**src/rtl/pll_sequencer.sv**
```systemverilog
// pll_sequencer: PLL reset/lock sequencer with synchronized lock, stable window and retry counting.
// Optional PLL_SEQ_RETRY_LIMIT_EN: stop in FAIL once MAX_RETRIES lock timeouts have occurred.
module pll_sequencer #(
  parameter int unsigned RESET_CYCLES  = 16,
  parameter int unsigned LOCK_TIMEOUT  = 4096,
  parameter int unsigned STABLE_CYCLES = 256,
  parameter int unsigned MAX_RETRIES   = 3
) (
  input  logic       clock,
  input  logic       reset,
  input  logic       locked,
  output logic       pll_resetb,
  output logic       sys_reset,
  output logic       ready,
  output logic       fail,
  output logic [3:0] retry_count
);
  typedef enum logic [2:0] {PLL_RST, WAIT_LOCK, STABLE, RUN, FAIL} state_t;
`ifdef PLL_SEQ_RETRY_LIMIT_EN
  localparam bit LIMIT_EN = 1'b1;
`else
  localparam bit LIMIT_EN = 1'b0;
`endif
  localparam logic [15:0] RST_LAST = 16'(RESET_CYCLES - 1);
  localparam logic [15:0] TO_LAST  = 16'(LOCK_TIMEOUT - 1);
  localparam logic [15:0] ST_LAST  = 16'(STABLE_CYCLES - 1);
  state_t      state;
  logic [15:0] cnt;
  logic [1:0]  sync;
  logic        locked_s;
  logic [3:0]  retry_next;
  assign locked_s   = sync[1];
  assign retry_next = (retry_count == 4'd15) ? 4'd15 : retry_count + 4'd1;
  always_ff @(posedge clock) begin
    if (reset) begin
      state       <= PLL_RST;
      cnt         <= '0;
      sync        <= '0;
      retry_count <= '0;
    end else begin
      sync <= {sync[0], locked};
      cnt  <= cnt + 16'd1;
      case (state)
        PLL_RST: if (cnt == RST_LAST) begin
          state <= WAIT_LOCK;
          cnt   <= '0;
        end
        WAIT_LOCK: if (locked_s) begin
          state <= STABLE;
          cnt   <= '0;
        end else if (cnt == TO_LAST) begin
          retry_count <= retry_next;
          state       <= (LIMIT_EN && retry_next == 4'(MAX_RETRIES)) ? FAIL : PLL_RST;
          cnt         <= '0;
        end
        // a lock glitch restarts the whole stable window but is not a retry
        STABLE: if (!locked_s) begin
          state <= WAIT_LOCK;
          cnt   <= '0;
        end else if (cnt == ST_LAST) begin
          state <= RUN;
          cnt   <= '0;
        end
        RUN: begin
          cnt <= '0;
          if (!locked_s) state <= PLL_RST;
        end
        FAIL: cnt <= '0;
        default: begin
          state <= PLL_RST;
          cnt   <= '0;
        end
      endcase
    end
  end
  assign pll_resetb = state == WAIT_LOCK || state == STABLE || state == RUN;
  assign sys_reset  = state != RUN;
  assign ready      = state == RUN;
  assign fail       = LIMIT_EN && state == FAIL;
endmodule
```
**config.mk**
```make
export PLATFORM = sky130hd
export DESIGN_NAME = pll_sequencer
export DESIGN_NICKNAME = d
export VERILOG_FILES = /design/src/rtl/pll_sequencer.sv
export SDC_FILE = /design/constraint.sdc
export NUM_CORES = 1
export LEC_CHECK = 0
export CAP_MARGIN = 20
export CORE_ASPECT_RATIO = 1.5
export CORE_MARGIN = 2
export CORE_UTILIZATION = 45
export CTS_CLUSTER_SIZE = 30
export DETAILED_ROUTE_END_ITERATION = 8
export PLACE_DENSITY = 0.7
export SLEW_MARGIN = 20
export SYNTH_ARGS = -nofsm -noshare
export SYNTH_HDL_FRONTEND = slang
export SYNTH_SLANG_ARGS = --single-unit
export TNS_END_PERCENT = 30
```
**constraint.sdc**
```tcl
create_clock -name clock -period 3.85 [get_ports clock]
set_input_delay 0.5775 -clock clock [delete_from_list [all_inputs] [get_ports clock]]
set_output_delay 0.5775 -clock clock [all_outputs]
set_load 0.02 [all_outputs]
```
==> results.ini, run 1 <==
[global_routing]
grt_first_pass_wirelength_mm = 3.62
antenna_found_initial = 0
overflow = 0
grt_usage = 0.154
grt_pass1_vias = 922
grt_max_degree = 17

[timing]
worst_slew_pin_slew_ps = 902
clock_skew_ps = 0.400
finalSetupViolCount = 0
rsz0062_at_grt = no
setup_tns_ps = 0
final-hold-violation-count = 0
slew_viol_final = 0
timing.final.crit_share = 0.601
slew_headroom = 0.397
max_freq_mhz = 432
fin_crit_ps = 2310

[setup_path]
rr_worst_depth = 5
slowest_delay_ps = 730
start_kind = input port
critical_path.max_fanout = 16
ff2ff_setup_slack_ps = 1600
setup.worst_path.end_class = flip-flop
crit_slowest_cell = nand4_1
r2r_end = cnt[15]$_SDFF_PP0_
timing.rr.start = cnt[0]$_SDFF_PP0_
crit_chain = clkdlybuf4s50_1 > nor2b_1 > nand4_1 > a22oi_1
arrival_ps = 2490
crit_required_ps = 4020
setup.worst_path.class = in -> reg

[clocking]
cts_hold_buf = 0
post_cts_buffers = 0
root_buffer = clkbuf_8
cts.clk_slew.worst_paths_ps = 80
clkSinkCount = 24
cts_buffers = 3
cts_tree = yes
cts.path.max_buffers = 2
clk_latency_ps = 260
htree_num_levels = 1
ctsResizeCount = 0

[finish]
mostFrequentLayoutCells = dfxtp_1 (24), a21oi_2 (10), xor2_1 (10)
final_nets = 140
num_antenna_cells = 0
drive_gt1_frac = 0.135
final_common_cell = dfxtp_1
finish.utilization = 0.511
area_growth_pct = 9.42

[routing]
wl_met1_um = 882
drc = 0
met3_wirelength_um = 58
dr.pass1.iters = 4
ant_nets = 0
drt_iter0_drc = 19
viasPerCell = 5.51
num_vias = 936
wl_mm = 2.14
wl_met2_mm = 1.16
routedWlPerCell_um = 12.6
highest_layer = met4

[floorplan]
fp.dieW_um = 46.6
die_area_um2 = 3160
coreArea_um2 = 2620
die_h_um = 67.8
start_util = 0.467
rows = 23
pin_count = 11

[synth]
synthFlopType = dfxtp_1
syn_inst = 128
synth_edf_count = 0
ys_ff_latch = 24
ys_seq_area_frac = 0.393
mappedNetlistArea_um2 = 1220
synth.avg_cell_area_um2 = 9.55
ys.warnings.count = 0
synth-async-reset-ratio = 0
ys_types = 36
syn_nets = 133

[job]
maxCapViolCount = 0

[placement]
port_buffers = 9
hpwl_mm = 1.61
gp_congestion = 0.807

[power]
ir_drop_v = 0.000193
leakagePower_nw = 0.444
power_density_nw_per_um2 = 310

[worst_hold_path]
hp-start = sync[0]$_SDFF_PP0_
hold_depth = 1
hp-class = reg -> reg
holdPathEnd = sync[1]$_SDFF_PP0_

[outcome]
status = completed

## logic make-up (layout without fill, tap and decap cells)
family / after synthesis / count (layout) / synth area share
AND/OR/NAND/NOR: 50 / 50 / 0.255
other: 1 / 1 / 0.00307
AO/OA/AOI/OAI: 28 / 28 / 0.179
XOR/XNOR: 12 / 12 / 0.0860
adder cells (fa/ha/maj): 2 / 2 / 0.0205
buffers and inverters: 11 / 16 / 0.0634
flip-flops: 24 / 24 / 0.393
## synth_stat cells, types with 2 or more instances
cell | number | area share
a21oi_1 | 5 | 0.020
a21oi_2 | 10 | 0.072
a22oi_1 | 2 | 0.012
a311oi_1 | 2 | 0.014
a31oi_1 | 3 | 0.015
and3_1 | 3 | 0.015
and4_1 | 4 | 0.029
buf_4 | 3 | 0.018
dfxtp_1 | 24 | 0.39
ha_1 | 2 | 0.020
inv_1 | 4 | 0.012
nand2_1 | 7 | 0.021
nand3_1 | 7 | 0.029
nand4_1 | 7 | 0.036
nor2_1 | 4 | 0.012
nor2b_1 | 5 | 0.026
nor3_1 | 4 | 0.016
nor4_1 | 2 | 0.010
o21ai_0 | 2 | 0.0082
or3_1 | 2 | 0.010
xnor2_1 | 2 | 0.014
xor2_1 | 10 | 0.072
## flip-flops by register name, summed over array words and instances (netlist names)
signal and flops:
sync 2, state 2, retry_count 4, cnt 16
## layout make-up
type	instances	area, um^2
fill	237	1280
multi-input combinational	93	664
sequential	24	480
timing repair buffer	9	90.1
tap	37	46.3
clock buffer	3	41.3
inverter	4	15.0
## where the power goes
| part | switching [mW] | internal, mW |
|---|---|---|
| sequential | 0.00267 | 0.252 |
| combinational | 0.00816 | 0.00639 |
| clock | 0.0755 | 0.0699 |
| total | 0.0864 | 0.328 |
## stage by stage
stage	cell area [um^2]	hold slack [ps]	power, mW	instances	setup slack [ps]
after detailed placement	1300	428	0.275	167	1220
after CTS	1340	448	0.417	170	1520
final	1340	443	0.414	170	1540
after floorplan	1220	414	0.274	128	2210
after global placement	1300	430	0.275	167	1310
after global routing	1340	460	0.426	170	1370
## routing by layer
metal | vias up | track usage
li1 | 477 | -
met1 | 436 | 0.147
met2 | 16 | 0.309
met3 | 7 | 0.0237
met4 | 0 | 0.0571
met5 | - | 0
## critical path, delay by kind of cell
family / cells / cell delay (ps)
buf+inv: 1 / 580
simple gates: 2 / 940
compound gates: 1 / 390
## worst max-delay path by stage
stage	slack [ps]	end	startpoint	cells past startpoint
after CTS	1520	cnt[14]$_SDFF_PP0_	reset	4
after detailed placement	1220	cnt[15]$_SDFF_PP0_	reset	4
final	1540	cnt[15]$_SDFF_PP0_	reset	4
after floorplan	2210	cnt[0]$_SDFF_PP0_	cnt[0]$_SDFF_PP0_	7
after global routing	1370	cnt[14]$_SDFF_PP0_	reset	4
after global placement	1310	cnt[15]$_SDFF_PP0_	reset	4
No activity file was read; power rests on OpenSTA's default activity.
==> run 2: changes to the inputs <==
PLACE_DENSITY = 0.72   (was 0.7)
clock period = 2.1 ns   (was 3.85 ns; I/O delays follow)
==> run 2 against run 1 <==
Global-route usage up 1.7 points. Via count increased by 3.4%. Design area rose by 3.6%. Largest cell class unchanged.
==> results.ini, run 2 (synthesized netlist as in run 1, its figures left out) <==
[setup_path]
ff2ff_setup_slack_ps = 310  ; -1290 ps
start_kind = flip-flop
setup.worst_path.end_class = flip-flop
crit_required_ps = 2260  ; -1760 ps
critical_path.max_fanout = 8  ; -8
rr_worst_depth = 5  ; unchanged
arrival_ps = 1950  ; -540 ps
setup.worst_path.class = reg -> reg

[finish]
final_common_cell = dfxtp_1
drive_gt1_frac = 0.161  ; +0.0252
final_cells = 174  ; +2.4%
fillers = 260  ; +9.7%
largest_reg_flops = 16  ; unchanged
finish.utilization = 0.529  ; +0.0186
top_register = cnt
register_area_um2 = 480  ; unchanged
final_area_um2 = 1390  ; +3.6%
area_growth_pct = 13.4
num_antenna_cells = 0  ; unchanged
multi_input_area_um2 = 664  ; unchanged
top_regs = cnt: 16 flops, retry_count: 4 flops
mostFrequentLayoutCells = dfxtp_1 (24), a21oi_2 (10), xor2_1 (10)
final_nets = 143  ; +2.1%

[floorplan]
coreArea_um2 = 2620  ; unchanged
start_util = 0.467  ; unchanged
die_area_um2 = 3160  ; unchanged
pin_count = 11  ; unchanged
die_h_um = 67.8  ; unchanged
rows = 23  ; unchanged
fp.dieW_um = 46.6  ; unchanged

[power]
power_density_nw_per_um2 = 579  ; +87%
switching_share = 0.197  ; -0.0110
power_frac_seq = 0.581  ; -0.033
p_comb_frac = 0.039  ; +0.004
leakagePower_nw = 0.470  ; +5.9%
power_uw = 803  ; +94%
pwr-share-clk = 0.379  ; +0.028
internal-power_uw = 644  ; +96%
power.switching_uw = 158  ; +83%
ir_drop_v = 0.000486  ; +150%

[timing]
whs_ps = 441  ; -1.69 ps
fin_crit_ps = 1790
clock_skew_ps = 3.26  ; +2.86 ps
finalSetupViolCount = 0  ; unchanged
setup_tns_ps = 0  ; unchanged
final-hold-violation-count = 0  ; unchanged
max_freq_mhz = 559
timing.final.crit_share = 0.852
rsz0062_at_grt = no
setup_slack_ps = 311  ; -1220 ps
slew_viol_final = 0  ; unchanged

[global_routing]
grt_usage = 0.171  ; +0.0167
grt_pass1_vias = 975  ; +5.7%
overflow = 0  ; unchanged
antenna_found_initial = 0  ; unchanged
grt_max_degree = 17  ; unchanged
grt_first_pass_wirelength_mm = 4.02  ; +11%

[routing]
ant_nets = 0  ; unchanged
wl_mm = 2.22  ; +3.7%
viasPerCell = 5.56  ; +1.0%
routedWlPerCell_um = 12.8  ; +1.3%
num_vias = 968  ; +3.4%
drc = 0  ; unchanged
drt_iter0_drc = 15  ; -4
dr.pass1.iters = 4  ; unchanged

[clocking]
htree_num_levels = 1  ; unchanged
ctsResizeCount = 0  ; unchanged
post_cts_buffers = 0  ; unchanged
root_buffer = clkbuf_8
cts_hold_buf = 0  ; unchanged
cts_tree = yes
clkSinkCount = 24  ; unchanged
cts_buffers = 3  ; unchanged
cts.path.max_buffers = 2  ; unchanged
clk_latency_ps = 260  ; about the same
cts.clk_slew.worst_paths_ps = 80  ; about the same

[placement]
gp_congestion = 0.748  ; -7.3%
dpl_cell_area_um2 = 1330  ; +2.7%
dp_slack_ps = 291  ; -931 ps
place_inst = 170  ; +1.8%
port_buffers = 9  ; unchanged
hpwl_mm = 1.65  ; +2.5%

[job]
maxCapViolCount = 0  ; unchanged

[worst_hold_path]
hp-class = reg -> reg
hold_depth = 1  ; unchanged

[outcome]
status = completed

[run 2: final timing paths]
| check | start | endpoint |
|---|---|---|
| setup / recovery | cnt[0]$_SDFF_PP0_ | retry_count[1]$_SDFFE_PP0P_ |
| hold / removal | sync[0]$_SDFF_PP0_ | sync[1]$_SDFF_PP0_ |
| setup reg to reg | cnt[0]$_SDFF_PP0_ | retry_count[1]$_SDFFE_PP0P_ |
| hold reg to reg | sync[0]$_SDFF_PP0_ | sync[1]$_SDFF_PP0_ |
[run 2: area by class of cell]
cell class / count / area share
timing repair buffer: 12 / 0.0903
clock buffer: 4 / 0.0397
multi-input combinational: 93 / 0.479
sequential: 24 / 0.347
tap: 37 / 0.0334
inverter: 4 / 0.0108
[run 2: power by group through the flow]
| stage | clock network, mW | logic, mW | registers [mW] |
|---|---|---|---|
| floorplan | 0 | 0.0260 | 0.476 |
| global placement | 0 | 0.0305 | 0.477 |
| detailed placement | 0 | 0.0322 | 0.477 |
| CTS | 0.318 | 0.0323 | 0.467 |
| global route | 0.329 | 0.0349 | 0.467 |
| finish | 0.304 | 0.0317 | 0.466 |
[run 2: critical path, stage by stage (launching register included)]
cell	delay (ps)
dfxtp_1	380
ha_1	200
and3_1	350
and4_1	350
a21oi_1	100
a311oi_1	310
[run 2: layer usage]
layer | wire, um | track usage | vias to the layer above
met3 | 66 | 0.0317 | 4
li1 | - | - | 482
met4 | 38 | 0.0786 | 0
met5 | 0 | 0 | -
met2 | 1180 | 0.309 | 22
met1 | 939 | 0.184 | 460
==> run 3: changes to the inputs <==
GPL_ROUTABILITY_DRIVEN = 0   (was default)
==> results of run 3 <==
No change in the layout: final DEF, timing and power equal those of run 2.
